$ cat config.mk
export PLATFORM = sky130hd
export DESIGN_NAME = alu_req_arbiter
export DESIGN_NICKNAME = d
export VERILOG_FILES = /design/src/rtl/alu_req_arbiter.sv
export SDC_FILE = /design/constraint.sdc
export NUM_CORES = 1
export LEC_CHECK = 0
export CORE_MARGIN = 4
export CORE_UTILIZATION = 34
export CTS_CLUSTER_SIZE = 40
export DETAILED_ROUTE_END_ITERATION = 16
export GPL_TIMING_DRIVEN = 1
export PLACE_DENSITY = 0.73
export RECOVER_POWER = 25
export REMOVE_ABC_BUFFERS = 1
export SYNTH_ARGS = -nofsm -noshare
export SYNTH_HDL_FRONTEND = slang
export SYNTH_SLANG_ARGS = --single-unit
export TNS_END_PERCENT = 20
$ cat constraint.sdc
create_clock -name clk -period 1.6 [get_ports clk]
set_input_delay 0.32 -clock clk [delete_from_list [all_inputs] [get_ports clk]]
set_output_delay 0.32 -clock clk [all_outputs]
set_load 0.01 [all_outputs]
$ cat src/rtl/alu_req_arbiter.sv
// alu_req_arbiter: round-robin share of one ALU between NUM_REQ requesters.
// One operation in flight; result returned tagged with the owner index.
module alu_req_arbiter #(
  parameter int NUM_REQ              = 4,
  parameter int ALU_IN_OP_WIDTH      = 3,
  parameter int ALU_IN_OPERAND_WIDTH = 8,
  parameter int ALU_OUT_RESULT_WIDTH = 16,
  parameter int TIMEOUT_CYCLES       = 64
) (
  input  logic                                    clk,
  input  logic                                    rst,
  input  logic [NUM_REQ-1:0]                      req_valid,
  input  logic [NUM_REQ*ALU_IN_OP_WIDTH-1:0]      req_op,
  input  logic [NUM_REQ*ALU_IN_OPERAND_WIDTH-1:0] req_a,
  input  logic [NUM_REQ*ALU_IN_OPERAND_WIDTH-1:0] req_b,
  output logic [NUM_REQ-1:0]                      req_ready,
  output logic                                    rsp_valid,
  output logic [$clog2(NUM_REQ)-1:0]              rsp_id,
  output logic [ALU_OUT_RESULT_WIDTH-1:0]         rsp_result,
  output logic                                    rsp_error,
  input  logic                                    alu_ready,
  output logic                                    alu_valid,
  output logic [ALU_IN_OP_WIDTH-1:0]              alu_op,
  output logic [ALU_IN_OPERAND_WIDTH-1:0]         alu_a,
  output logic [ALU_IN_OPERAND_WIDTH-1:0]         alu_b,
  input  logic                                    alu_done,
  input  logic [ALU_OUT_RESULT_WIDTH-1:0]         alu_result
);

  localparam int OW = ALU_IN_OP_WIDTH;
  localparam int DW = ALU_IN_OPERAND_WIDTH;
  localparam int IW = $clog2(NUM_REQ);
  localparam int CW = (TIMEOUT_CYCLES > 1) ? $clog2(TIMEOUT_CYCLES) : 1;

  typedef enum logic [1:0] {
    IDLE,
    ISSUE,
    WAIT,
    RESP
  } state_t;

  state_t state, next;

  logic [IW-1:0] ptr;
  logic [IW-1:0] owner;
  logic [IW-1:0] win;
  logic [IW-1:0] idx;
  logic [IW:0]   sum;
  logic          found;
  logic [CW-1:0] cnt;
  logic          tmo;

  logic [OW-1:0] op_arr [NUM_REQ];
  logic [DW-1:0] a_arr  [NUM_REQ];
  logic [DW-1:0] b_arr  [NUM_REQ];

  always_comb begin
    for (int i = 0; i < NUM_REQ; i++) begin
      op_arr[i] = req_op[i*OW +: OW];
      a_arr[i]  = req_a[i*DW +: DW];
      b_arr[i]  = req_b[i*DW +: DW];
    end
  end

  // first pending requester at or above ptr, wrapping
  always_comb begin
    found = 1'b0;
    win   = '0;
    sum   = '0;
    idx   = '0;
    for (int i = 0; i < NUM_REQ; i++) begin
      sum = {1'b0, ptr} + (IW+1)'(i);
      if (sum >= (IW+1)'(NUM_REQ))
        sum = sum - (IW+1)'(NUM_REQ);
      idx = sum[IW-1:0];
      if (!found && req_valid[idx]) begin
        found = 1'b1;
        win   = idx;
      end
    end
  end

  assign tmo = (TIMEOUT_CYCLES != 0) &&
               (cnt == CW'(TIMEOUT_CYCLES - 1));

  always_comb begin
    next = state;
    unique case (state)
      IDLE:    if (found) next = ISSUE;
      ISSUE:   if (alu_ready) next = WAIT;
      WAIT:    if (alu_done || tmo) next = RESP;
      RESP:    next = IDLE;
      default: next = IDLE;
    endcase
  end

  always_ff @(posedge clk or negedge rst) begin
    if (!rst) begin
      state      <= IDLE;
      ptr        <= '0;
      owner      <= '0;
      cnt        <= '0;
      req_ready  <= '0;
      rsp_valid  <= 1'b0;
      rsp_id     <= '0;
      rsp_result <= '0;
      rsp_error  <= 1'b0;
      alu_valid  <= 1'b0;
      alu_op     <= '0;
      alu_a      <= '0;
      alu_b      <= '0;
    end else begin
      state     <= next;
      req_ready <= '0;
      rsp_valid <= 1'b0;
      unique case (state)
        IDLE: begin
          if (found) begin
            req_ready[win] <= 1'b1;
            owner          <= win;
            alu_op         <= op_arr[win];
            alu_a          <= a_arr[win];
            alu_b          <= b_arr[win];
            alu_valid      <= 1'b1;
          end
        end
        ISSUE: begin
          if (alu_ready) alu_valid <= 1'b0;
        end
        WAIT: begin
          // done beats a timeout landing on the same edge
          if (alu_done) begin
            rsp_result <= alu_result;
            rsp_error  <= 1'b0;
            rsp_valid  <= 1'b1;
            rsp_id     <= owner;
          end else if (tmo) begin
            rsp_result <= '0;
            rsp_error  <= 1'b1;
            rsp_valid  <= 1'b1;
            rsp_id     <= owner;
          end else begin
            cnt <= cnt + 1'b1;
          end
        end
        RESP: begin
          ptr <= (owner == IW'(NUM_REQ - 1)) ? '0 : owner + 1'b1;
          cnt <= '0;
        end
        default: ;
      endcase
    end
  end

endmodule

**After elaboration in Yosys (flattened, before gate mapping)**

Cells that the tools add are included.

- Register bits after elaboration: 56
- Input bits: 100
- Word-level logic and storage cells: 114

- Muxes and demuxes: 53
- Bitwise operators: 1
- Reductions and logical operators: 17
- Magnitude comparators: 11
- Eq/ne operators: 10
- $add $sub $neg: 9

Operators by type and width:

| kind | number |
|---|---|
| 8-bit binary-select mux with 2-bit select | 2 |
| 16-bit two-way mux | 2 |
| 8-bit two-way mux | 4 |
| 2-bit two-way mux | 14 |
| 1-bit two-way mux | 16 |
| 2-bit by 3-bit < comparator with 1-bit output, second input constant | 5 |
| 3-bit greater-or-equal comparator, second input constant | 4 |
| 6-bit two-way mux | 2 |
| 6-bit case mux with 2 select lines | 1 |
| 2-bit != test, second input constant | 5 |
| 3-bit AND reduction | 3 |
| 1-bit binary-select mux with 2-bit select | 4 |
| 4-bit two-way mux | 2 |
| 2-bit case mux with 4 select lines | 1 |
| 2-bit by 1-bit subtractor with 2-bit output, second input constant | 4 |
| 2-bit by 2-bit adder with 3-bit output, second input constant | 2 |
| 6-bit by 1-bit adder with 6-bit output, second input constant | 1 |
| 3-bit binary-select mux with 2-bit select | 1 |
| 2-bit == test, second input constant | 3 |
| 6-bit == test, second input constant | 1 |
| 3-bit two-way mux | 2 |
| 2-bit nonzero test | 3 |
| 1-bit logical AND | 4 |
| 2-bit AND reduction | 2 |
| 11 further kinds | 13 |

**Depth between registers and ports, before layout**

- Depth after elaboration: 20
- Gate-level depth with buffers: 7

**Worst setup path after synthesis**

No wires, ideal clock.

- Path type: register to register
- Start point: reg state[0]
- End point: reg state[0]
- Stages on the path, launching flop included: 7
- Slack: 0.024 ns
- Arrival: 1.450 ns
- Library setup time: 0.126 ns
- Data required time: 1.474 ns
- Buffers on the path: 1
- Clock period less this slack: 1.576 ns
- Cell sequence: dfrtp_1 > inv_1 > ha_1 > clkbuf_1 > inv_1 > o21a_1 > o32a_1

- Longest elaborated chain between the ends: 3
- Elaborated cells between the ends (all ways): 9
- Classes of those cells: eq/ne (6); mux (1); reduce/logical (2)

Ends and longest elaborated chain:

| element | line | RTL |
|---|---|---|
| from (decl) | 42 | `state_t state, next;` |
| from (signal assigned) | 113 | `state <= next;` |
| 2-bit == test, or another cell as far along | 88 | `unique case (state)` |
| 2-bit != test (no source line) | -- |  |
| 3-bit AND reduction (no source line) | -- |  |

Several ways; a longest one is shown, not always the timed one.
A chain may end at the register's enable or synchronous reset.

**Worst setup path in the final report**

- Start point: reg ptr[0]
- End point: reg alu_b[0]

- Longest elaborated chain between the ends: 18
- Elaborated cells between the ends (all ways): 42
- Classes of those cells: add/sub (7); order compare (4); mux (23); bitwise (1); reduce/logical (7)

Ends and longest elaborated chain:

| element | line | RTL |
|---|---|---|
| from (decl) | 44 | `logic [IW-1:0] ptr;` |
| from (signal assigned) | 147 | `ptr <= (owner == IW'(NUM_REQ - 1)) ? '0 : owner + 1'b1;` |
| parallel branches: the longest is 18 deep, another holds 2-bit by 1-bit adder with 3-bit output | -- |  |
| to (signal assigned) | 123 | `alu_b <= b_arr[win];` |
| to (decl) | 25 | `output logic [ALU_IN_OPERAND_WIDTH-1:0] alu_b,` |

Several ways; the timed one is not identified. The select of a mux whose other input is x is not followed.

==> metrics.md <==
| Metric | Value |
|---|---|
| Final core utilization | `between 60% and 70%` |
| FF-to-FF End | `alu_b[0]` |
| Clk_lat worst skew | `roughly 0.31 ns` |
| Root Buffer Master | `clkbuf_8` |
| Status | `finished with violations` |
| Post-Syn Area per Cell | `roughly 11 um2` |
| FP Rows | `33` |
| Final setup TNS | `-0.0813 ns` |
| Core ar. | `~8000 um2` |
| Max incr delay on CP | `between 0.3 and 0.4 ns` |
| Area occupied by multi-input gates | `between 1500 and 2000 um2` |
| Number of global-route vias before repair | `roughly 3,100` |
| Slew Limit Headroom | `between 40% and 50%` |
| DR WL/cell | `approximately 17 um` |
| IO Count | `~140` |
| R2R depth | `7` |
| Hold Path Stages | `2` |
| Cts bufs inserted | `5` |
| Post-layout net count | `532` |
| Crit path buf inv count | `2` |
| R2R Path Start | `ptr[0]` |
| Failing checks | `negative setup slack` |
| Clock Tree Buf Depth | `2` |
| Worst-path clk slew | `between 0.1 and 0.15 ns` |
| Post-DRT Antenna Nets | `0` |
| Hold path startpoint | `alu_op[2]` |
| Unique masters post-synth | `40` |
| CP cell instances | `and2b_2 -> o21ai_2 -> o211ai_4 -> buf_12 -> buf_16 -> mux2i_2 -> o221ai_2` |
| DR vias | `2,733` |
| Die span in y | `around 100 um` |
| Critical path fanouts, max | `8` |
| Final Cycle Share | `101%` |
| Port Buffers | `approximately 140` |
| Sequential Area | `roughly 1400 um2` |
| WP data required | `between 1.5 and 2 ns` |
| Gr usage total | `18.5%` |
| WL final | `roughly 9.1 mm` |
| Max-slew violations | `0` |
| Final setup viols | `10` |
| Pin count of the biggest net entering global routing | `57` |
| Maxcap violations | `0` |
| Worst-margin pin slew | `slightly below 0.8 ns` |
| Drt initial violations | `96` |
| HPWL Detailed | `~6.4 mm` |
| R2R Setup Slk | `-0.02 ns` |
| GRT Residual Overflow | `0` |
| Final Hold Vio Count | `0` |
| Syn Inst Count | `about 260` |
| Power Density | `between 1500 and 2000 nW/um2` |
| Drt drc | `0` |
| Critical path endpoint category | `flop` |
| Family with the most delay on the worst path | `compound AO/OA/AOI/OAI gates` |
| Critical Path Source Type | `flop` |
| Max Clk Rate | `0.618 GHz` |
| Layout cell share with drive strength beyond 1 | `a little under a quarter` |
| Worst path slowest cell | `dfrtp_1` |
| Peak VDD IR | `between 0.6 and 0.7 mV` |
| Clock Skews | `between 0.008 and 0.009 ns` |
| CTS tree | `done` |
| FFs w/ async S/R, synth | `between 90% and 100%` |
| Syn. warnings | `0` |
| Clock sink count | `56` |
| Setup WS post-layout | `-0.0188 ns` |
| Sequential share of the synthesized area | `between 40% and 50%` |
| Top_reg_cell synth | `dfrtp_1` |
| CTS H-tree depth | `2` |
| Post-layout min period | `roughly 1.6 ns` |
| Post-synthesis cell area | `2860 um2` |
| Drt pass-1 iters | `4` |
| Post-synth EDFFs | `0` |
| Initial Util | `34.8%` |
| Fillers | `~650` |
| Antenna Cells | `0` |
| RSZ-0062 raised after global routing | `true` |
| Crit Path Class | `flop to flop` |
| Die width | `~100 um` |
| Worst hold margin | `about 0.49 ns` |
| First-pass GRT wire length | `roughly 15 mm` |
| HP Class | `flop to flop` |
| Arrival time worst endpoint | `1.81 ns` |
| P_leak | `about 2.3 nW` |
| RD Place Congestion | `0.823` |
| Hold Crit Endpoint | `alu_op[2]` |
| Synthesis-to-layout area growth | `79.4%` |
| Vias/cell | `5.14` |
| Die Area | `between 9000 and 10,000 um2` |
| Yosys reg bits | `56` |
| Initial antenna violation count | `0` |
cell usage in the layout (no fill, tap or decap), types with 2 or more instances in the layout:
master / n
nand3_1: 3
nand2_1: 41
buf_16: 2
mux2i_1: 20
buf_4: 21
o41ai_1: 2
nand2_8: 2
clkbuf_8: 5
o221ai_2: 17
inv_1: 6
o21ai_1: 2
a21oi_1: 6
dlymetal6s2s_1: 14
mux2i_2: 17
nor2_1: 4
inv_6: 2
nor3_1: 3
buf_6: 2
dlygate4sd2_1: 5
o221ai_1: 2
ha_1: 6
nand2_4: 2
clkdlybuf4s50_1: 123
a32o_1: 3
and3_1: 2
o21ai_0: 6
buf_12: 7
a22o_1: 17
dfrtp_1: 55
tightest hold or removal path, cell delays in order (launching register included):
cell,delay [ns]
dfrtp_1,0.36
nand2_1,0.06
o221ai_2,0.05
registers in the layout, summed over array words and instances (netlist names), 3 cells and up:
| register | cells |
|---|---|
| req_ready | 4 |
| cnt | 6 |
| alu_op | 3 |
| alu_a | 8 |
| rsp_result | 16 |
| alu_b | 8 |
final cells by class:
class | count | area share [%]
inverters | 6 | 0.439
repair buffers | 178 | 36.5
clock buffers | 5 | 1.34
flip-flops and latches | 56 | 27.3
multi-input cells | 179 | 31.3
clock inverters | 3 | 0.488
well taps | 105 | 2.56
metal layers:
layer	up-vias	track usage [%]	wire, um	part of all wire (%)
met1	1333	20.7	3330	37
met2	100	34.3	4960	54
met3	8	5.75	736	8.1
met5	-	0	0	0
met4	0	3.89	82	0.90
li1	1292	-	-	-
how the worst max path moves through the flow:
stage          cells past startpoint        end  slack [ns]    startpoint
3_3_place_gp                       7  alu_op[1]       -0.51  req_valid[2]
6_report                           7   alu_b[0]       -0.02        ptr[0]
5_1_grt                            4     cnt[5]       -0.14      state[0]
2_1_floorplan                      5   alu_a[0]       -1.13  req_valid[1]
4_1_cts                            6   alu_a[7]       -0.02        ptr[0]
3_5_place_dp                       7  alu_op[1]       -0.54  req_valid[1]
per-stage QoR:
step	power, mW	worst slack (ns)	cell area, um2	std cells
6_report	8.25	-0.0188	5130	532
4_1_cts	8.05	-0.0201	4920	531
3_3_place_gp	6.52	-0.510	4590	516
2_1_floorplan	4.41	-1.13	2740	240
3_5_place_dp	6.64	-0.539	4590	516
5_1_grt	8.83	-0.135	5130	532
Yosys cell counts, drive strengths merged (4+ instances only):
cell	n	share of area [%]
dfrtp	56	49
mux2i	38	13
nand2	44	6.3
ha	6	2.6
a21oi	6	1.0
buf	14	3.8
inv	6	0.79
nor2	4	0.52
o21ai	9	1.6
o221ai	19	5.8
a22o	17	5.2
kinds of logic after synthesis:
kind of cell	Yosys count	share of synthesized area, %
AOI/OAI and AO/OA	63	17.9
buffers and inverters	23	4.99
adders and majority gates	6	2.62
muxes	39	13.7
and+or+nand+nor	70	11.8
DFF	56	49.0
where the power goes:
part           switching (mW)  internal [mW]  leakage (nW)  total [mW]
combinational            2.22           2.78          1.59        5.00
sequential              0.385           2.04         0.707        2.42
clock                   0.513          0.321        0.0452       0.834
total                    3.12           5.13          2.34        8.25
repair_timing:
action,4_1_cts,5_1_grt
pin swaps,13,5
endpoints found under the setup margin,22,40
cloned,3,1
buffers inserted,3,0
hold endpoints to repair,17,0
hold buffers,1,0
gates resized for setup,30,47
Power figures use the tool's default switching activity.
